===== config.mk =====
export PLATFORM = sky130hd
export DESIGN_NAME = midi_parameter_decoder_flat
export DESIGN_NICKNAME = d
export VERILOG_FILES = /design/src/rtl/midi_parameter_decoder.sv /design/src/rtl/midi_parameter_decoder_if.sv /design/src/flat_wrapper.sv
export SDC_FILE = /design/constraint.sdc
export NUM_CORES = 1
export LEC_CHECK = 0
export BUFFER_PORTS_ARGS = -buffer_cell sky130_fd_sc_hd__clkbuf_2
export CAP_MARGIN = 25
export CORE_UTILIZATION = 50
export CTS_BUF_LIST = sky130_fd_sc_hd__clkbuf_4
export CTS_CLUSTER_SIZE = 25
export DETAILED_ROUTE_END_ITERATION = 12
export GPL_TIMING_DRIVEN = 0
export PLACE_DENSITY = 0.86
export SETUP_SLACK_MARGIN = 0.2
export SLEW_MARGIN = 20
export SYNTH_ARGS = -nofsm -noshare
export SYNTH_HDL_FRONTEND = slang
export SYNTH_SLANG_ARGS = --single-unit

===== constraint.sdc =====
create_clock -name i_clk -period 2.4 [get_ports i_clk]
set_clock_uncertainty 0.2 [all_clocks]
set_input_delay 0.24 -clock i_clk [delete_from_list [all_inputs] [get_ports i_clk]]
set_output_delay 0.24 -clock i_clk [all_outputs]
set_load 0.05 [all_outputs]

===== src/rtl/midi_parameter_decoder.sv =====
// Synth global parameter types plus the MIDI parameter decoder.
//
// midi_parameter_decoder parses channel-voice MIDI messages (with running status)
// and maps Control Change numbers onto parameter fields and Program Change onto
// the waveform.
//   i_clk          : system clock
//   i_rst_n        : asynchronous active-low reset
//   bus            : byte stream from the UART receiver (slave modport)
//   o_parameters   : current parameter set, registered
//   o_wave         : current waveform, registered
//   o_param_change : one-cycle strobe naming the field just written, else PARAM_NONE
//   o_wave_change  : one-cycle strobe when o_wave is written
// Parameters: CHANNEL (accepted MIDI channel), OMNI (1 = accept every channel).
package PARAMETER;

  typedef struct packed {
    logic [6:0] volume;
    logic [6:0] unison_detune;
    logic [6:0] attack_time;
    logic [6:0] decay_time;
    logic [6:0] sustain_level;
    logic [6:0] release_time;
    logic [6:0] duty_cycle;
  } parameter_t;

  typedef enum logic [2:0] {
    SINE     = 3'd0,
    SQUARE   = 3'd1,
    TRIANGLE = 3'd2,
    SAWTOOTH = 3'd3,
    NOISE    = 3'd4,
    PIANO    = 3'd5,
    ORGAN    = 3'd6,
    VIOLIN   = 3'd7
  } wave_t;

  typedef enum logic [2:0] {
    PARAM_NONE          = 3'd0,
    PARAM_VOLUME        = 3'd1,
    PARAM_UNISON_DETUNE = 3'd2,
    PARAM_ATTACK_TIME   = 3'd3,
    PARAM_DECAY_TIME    = 3'd4,
    PARAM_SUSTAIN_LEVEL = 3'd5,
    PARAM_RELEASE_TIME  = 3'd6,
    PARAM_DUTY_CYCLE    = 3'd7
  } parameter_change_t;

  localparam parameter_t DEFAULT_PARAMETERS = '{
    volume:        7'h40,
    unison_detune: 7'h00,
    attack_time:   7'h00,
    decay_time:    7'h00,
    sustain_level: 7'h7F,
    release_time:  7'h00,
    duty_cycle:    7'h40
  };

endpackage

module midi_parameter_decoder #(
  parameter logic [3:0] CHANNEL = 4'd0,
  parameter bit         OMNI    = 1'b0
) (
  input  logic                         i_clk,
  input  logic                         i_rst_n,
  midi_parameter_decoder_if.slave      bus,
  output PARAMETER::parameter_t        o_parameters,
  output PARAMETER::wave_t             o_wave,
  output PARAMETER::parameter_change_t o_param_change,
  output logic                         o_wave_change
);
  import PARAMETER::*;

  // StNoStatus: no running status, data bytes dropped.
  // StData1/StData2: waiting for first/second data byte of the latched message.
  typedef enum logic [1:0] {
    StNoStatus = 2'd0,
    StData1    = 2'd1,
    StData2    = 2'd2
  } state_e;

  typedef enum logic [1:0] {
    KindOther    = 2'd0,
    KindCc       = 2'd1,
    KindPc       = 2'd2,
    KindPressure = 2'd3
  } kind_e;

  state_e            r_state, w_state;
  kind_e             r_kind, w_kind;
  logic              r_match, w_match;
  logic [6:0]        r_data1, w_data1;
  parameter_t        r_parameters, w_parameters;
  wave_t             r_wave, w_wave;
  parameter_change_t r_param_change, w_param_change;
  logic              r_wave_change, w_wave_change;

  logic              w_complete;
  logic [6:0]        w_value;

  always_comb begin
    w_state        = r_state;
    w_kind         = r_kind;
    w_match        = r_match;
    w_data1        = r_data1;
    w_parameters   = r_parameters;
    w_wave         = r_wave;
    w_param_change = PARAM_NONE;
    w_wave_change  = 1'b0;
    w_complete     = 1'b0;
    w_value        = bus.byte_data[6:0];

    if (bus.byte_valid) begin
      if (bus.byte_data[7:3] == 5'b11111) begin
        // Real-time bytes may interleave anywhere; they leave the parser untouched.
        w_state = r_state;
      end else if (bus.byte_data[7:4] == 4'hF) begin
        w_state = StNoStatus;
      end else if (bus.byte_data[7]) begin
        w_state = StData1;
        w_match = OMNI || (bus.byte_data[3:0] == CHANNEL);
        case (bus.byte_data[7:4])
          4'hB:    w_kind = KindCc;
          4'hC:    w_kind = KindPc;
          4'hD:    w_kind = KindPressure;
          default: w_kind = KindOther;
        endcase
      end else begin
        case (r_state)
          StData1: begin
            if (r_kind == KindPc || r_kind == KindPressure) begin
              w_complete = 1'b1;
            end else begin
              w_data1 = bus.byte_data[6:0];
              w_state = StData2;
            end
          end
          StData2: begin
            w_complete = 1'b1;
            // Running status: next data byte starts a new message of the same kind.
            w_state    = StData1;
          end
          default: w_state = StNoStatus;
        endcase
      end
    end

    if (w_complete && r_match) begin
      if (r_kind == KindCc) begin
        case (r_data1)
          7'd7: begin
            w_parameters.volume = w_value;
            w_param_change      = PARAM_VOLUME;
          end
          7'd94: begin
            w_parameters.unison_detune = w_value;
            w_param_change             = PARAM_UNISON_DETUNE;
          end
          7'd73: begin
            w_parameters.attack_time = w_value;
            w_param_change           = PARAM_ATTACK_TIME;
          end
          7'd75: begin
            w_parameters.decay_time = w_value;
            w_param_change          = PARAM_DECAY_TIME;
          end
          7'd79: begin
            w_parameters.sustain_level = w_value;
            w_param_change             = PARAM_SUSTAIN_LEVEL;
          end
          7'd72: begin
            w_parameters.release_time = w_value;
            w_param_change            = PARAM_RELEASE_TIME;
          end
          7'd77: begin
            w_parameters.duty_cycle = w_value;
            w_param_change          = PARAM_DUTY_CYCLE;
          end
          default: w_param_change = PARAM_NONE;
        endcase
      end else if (r_kind == KindPc) begin
        w_wave        = wave_t'(bus.byte_data[2:0]);
        w_wave_change = 1'b1;
      end
    end
  end

  always_ff @(posedge i_clk or negedge i_rst_n) begin
    if (!i_rst_n) begin
      r_state        <= StNoStatus;
      r_kind         <= KindOther;
      r_match        <= 1'b0;
      r_data1        <= 7'd0;
      r_parameters   <= DEFAULT_PARAMETERS;
      r_wave         <= SINE;
      r_param_change <= PARAM_NONE;
      r_wave_change  <= 1'b0;
    end else begin
      r_state        <= w_state;
      r_kind         <= w_kind;
      r_match        <= w_match;
      r_data1        <= w_data1;
      r_parameters   <= w_parameters;
      r_wave         <= w_wave;
      r_param_change <= w_param_change;
      r_wave_change  <= w_wave_change;
    end
  end

  assign o_parameters   = r_parameters;
  assign o_wave         = r_wave;
  assign o_param_change = r_param_change;
  assign o_wave_change  = r_wave_change;

endmodule


===== src/rtl/midi_parameter_decoder_if.sv =====
// Byte-stream bus from the MIDI UART receiver into the parameter decoder.
//   byte_valid : byte_data holds a received byte this cycle (no backpressure)
//   byte_data  : received MIDI byte
// Modports: master drives the stream (UART side), slave samples it (decoder).
interface midi_parameter_decoder_if;
  logic       byte_valid;
  logic [7:0] byte_data;

  modport master (
    output byte_valid,
    output byte_data
  );

  modport slave (
    input byte_valid,
    input byte_data
  );
endinterface


===== src/flat_wrapper.sv =====
// flat-port wrapper written by rule: the top's interface ports become plain ports
module midi_parameter_decoder_flat import PARAMETER::*;
#(
  parameter logic [3:0] CHANNEL = 4'd0,
  parameter bit         OMNI    = 1'b0
)
  (i_clk, i_rst_n, o_parameters, o_wave, o_param_change, o_wave_change, bus_byte_valid, bus_byte_data);
  midi_parameter_decoder_if bus_i ();
  input  logic i_clk;
  input  logic i_rst_n;
  output PARAMETER::parameter_t o_parameters;
  output PARAMETER::wave_t o_wave;
  output PARAMETER::parameter_change_t o_param_change;
  output logic o_wave_change;
  input wire logic [$bits(bus_i.byte_valid)-1:0] bus_byte_valid;
  input wire logic [$bits(bus_i.byte_data)-1:0] bus_byte_data;
  assign bus_i.byte_valid = bus_byte_valid;
  assign bus_i.byte_data = bus_byte_data;
  midi_parameter_decoder #(.CHANNEL(CHANNEL), .OMNI(OMNI)) u_core (.i_clk(i_clk), .i_rst_n(i_rst_n), .bus(bus_i), .o_parameters(o_parameters), .o_wave(o_wave), .o_param_change(o_param_change), .o_wave_change(o_wave_change));
endmodule

==> results.yml <==
sta:
  drv_slew: 0
  max_freq_mhz: 434
  tightest_slew_ns: 0.792
  rsz0062_at_grt: "true"
  setup_viol: 0
  fin_crit_ns: 2.30
  max-slew-margin-rel: 0.465
  hold_viol_final: 0
  period_share: 0.960
  setup_tns_ns: 0
routing:
  ant_nets: 0
  wire_per_inst_um: 17.9
  drtIter0Drc: 116
  route.detailed.drc: 0
  drt_wl_total_um: 6570
  first_pass_iters: 5
  vias: 2043
  via_per_inst: 5.57
logic_synthesis:
  synth_top_flop_cell: "dfrtp_1"
  synth_edf_count: 0
  synthArstFlopShare: 1.00
  netlist_area_um2: 2940
  synthesis.area_per_instance_um2: 14.3
  synthMuxAreaShare: 0.239
  yosys_warnings: 0
  synth_compound_area_frac: 0.0294
  syn-instance-count: 205
  ys_ff_latch: 68
  synth_fp_nets: 218
  synth.distinct_cells: 41
  synth_simple_gate_area_share: 0.105
  synthAdderAreaFrac: 0.00852
  synth_top_family_by_area: "multiplexers"
  synth_xor_area_frac: 0.00298
  yosysSeqAreaShare: 0.583
cts:
  clock_latency_ns: 0.40
  clock_path_buffers: 2
  clk_pin_slew_ns: 0.11
  clock-sinks: 68
  cts_root_buf: "clkbuf_4"
  numCtsBuffers: 9
  cts_max_level: 3
  cts_tree: "yes"
worst_setup_path:
  crit_chain: "buf_4 -> or4_1 -> or4_4 -> buf_8 -> mux2_4"
  arrival_ns: 2.40
  end_kind: "flip-flop"
  cp_max_fo: 10
  worstSetupPathType: "flip-flop to flip-flop"
  worst_setup_path_start_kind: "flip-flop"
  slowest_stage: "or4_1"
  cpPeakStageDelay_ns: 0.49
  cp.buffers_inverters: 2
  cp.required_ns: 2.50
  path_delay_family: "simple AND/OR/NAND/NOR gates"
layout:
  areaGrowthSynthToFinish_pct: 24.1
  final_cell_mix: "61 x clkbuf_2, 59 x dfrtp_1, 53 x mux2_2, 14 x clkbuf_4, 11 x buf_4"
  finalInstanceArea_um2: 3640
  mostFrequentLayoutCell: "clkbuf_2"
  layout-drive-gt1-share: 0.576
  final_nets: 303
  diodes: 0
hold_path:
  hold_path.class: "input pin to flip-flop"
global_routing:
  grt_pass1_wl_um: 10500
  grt_usage: 0.232
  grt_overflow: 0
  grt_pass1_vias: 2043
  antenna_found_initial: 0
  grt_max_degree: 51
floorplanning:
  initial_core_util: 0.527
  coreArea_um2: 5570
  die_y_um: 78.6
  row_count: 27
  dieArea_um2: 6180
  io_pins: 67
  die_width_um: 78.6
placed_design:
  place_area_um2: 3380
  port_buffers: 62
  dp_hpwl_um: 4180
  gp_congestion: 0.808
run:
  max_cap_viol_count: 0
power:
  vdd_drop_max_uv: 347
  leakagePower_nw: 1.89
  pwr_density_cell_nw_per_um2: 680
outcome:
  status: "finished clean"
-- cells in the mapped netlist, types with 3 or more instances --
master    instances  area share
nand3_1           5      0.0085
mux2_4            7       0.036
clkbuf_1          9       0.012
dfrtp_1          59        0.50
nand2_1           4      0.0051
mux2_2           53        0.20
nor4bb_1          3       0.010
nor2_1            4      0.0051
dfstp_2           9       0.081
inv_1             5      0.0064
nand4_1           4      0.0085
o21ai_0           4      0.0068
-- worst paths after layout --
| path | end | depth (start not counted) | slack [ns] | startpoint |
|---|---|---|---|---|
| worst min register to register | u_core.o_parameters[1]$_DFFE_PN0P_ | 1 | 0.32 | u_core.o_parameters[1]$_DFFE_PN0P_ |
| worst max-delay path | u_core.o_parameters[8]$_DFFE_PN0P_ | 5 | 0.1 | u_core.r_data1[2]$_DFFE_PN0P_ |
| max in group asynchronous | u_core.o_parameters[14]$_DFFE_PN1P_ | 3 | 1.33 | i_rst_n |
| worst min-delay path | u_core.r_kind[0]$_DFFE_PN0P_ | 4 | 0.05 | bus_byte_data[5] |
| worst max register to register | u_core.o_parameters[8]$_DFFE_PN0P_ | 5 | 0.1 | u_core.r_data1[2]$_DFFE_PN0P_ |
| min in group asynchronous | u_core.o_parameters[3]$_DFFE_PN0P_ | 2 | 0.09 | i_rst_n |
-- what timing repair did --
item	4_1_cts	5_1_grt
pin swaps	5	2
hold buffers	2	0
gates cloned	0	0
gates resized for setup	4	7
buffers inserted	8	1
endpoints found under the hold margin	65	0
setup endpoints to repair	50	45
-- routing by layer --
metal  track usage  routed length (um)  vias up  share of wire
met5             0                   0        -              0
met4         0.107                 123        0          0.019
met3        0.0570                 355       10          0.054
met2         0.371                3320       78           0.51
met1         0.298                2770     1043           0.42
li1              -                   -      912              -
-- sequential cells by signal, summed over array words and instances (netlist names) --
| name | count |
|---|---|
| u_core.o_wave | 3 |
| u_core.o_wave_change | 1 |
| u_core.o_param_change | 3 |
| u_core.o_parameters | 49 |
| u_core.r_match | 1 |
| u_core.r_state | 2 |
| u_core.r_kind | 2 |
| u_core.r_data1 | 7 |
-- tightest hold or removal path: cells and delay by family --
family | cells | cell delay (ns)
AOI/OAI and AO/OA | 2 | 0.22
buffers and inverters | 1 | 0.11
and+or+nand+nor | 1 | 0.05
-- stage by stage --
step           power [mW]  utilization  cells  hold slack, ns  setup slack, ns
4_1_cts              2.46        0.648    366          0.0263            0.132
5_1_grt              2.59        0.654    367          0.0511           0.0633
3_3_place_gp         1.69        0.601    339           0.288           0.0606
3_5_place_dp         1.71        0.606    340         -0.0332           0.0200
2_1_floorplan        1.60            -    205          -0.256            0.168
6_report             2.48        0.654    367          0.0503           0.0961
-- logic make-up (layout without fill, tap and decap cells) --
| family | Yosys count | after routing |
|---|---|---|
| xor+xnor | 1 | 1 |
| flops | 68 | 68 |
| simple gates | 41 | 41 |
| fa+ha+maj | 2 | 2 |
| compound gates | 13 | 13 |
| buf+inv | 20 | 110 |
| mux | 60 | 60 |
-- final cells by class --
class                           instances  area [um2]
Clock inverter                          3        38.8
Sequential cell                        68        1710
Tap cell                               72        90.1
Fill cell                             414        1930
Timing Repair Buffer                   74         428
Clock buffer                           13        97.6
Multi-Input combinational cell        117        1170
Buffer                                 15        83.8
Inverter                                5        18.8
-- report_power, final --
part	leakage, nW	internal [mW]	switching, mW
Clock	0.0794	0.361	0.373
Sequential	0.896	1.22	0.0911
Combinational	0.916	0.204	0.226
Total	1.89	1.79	0.691
Power figures use the tool's default switching activity.
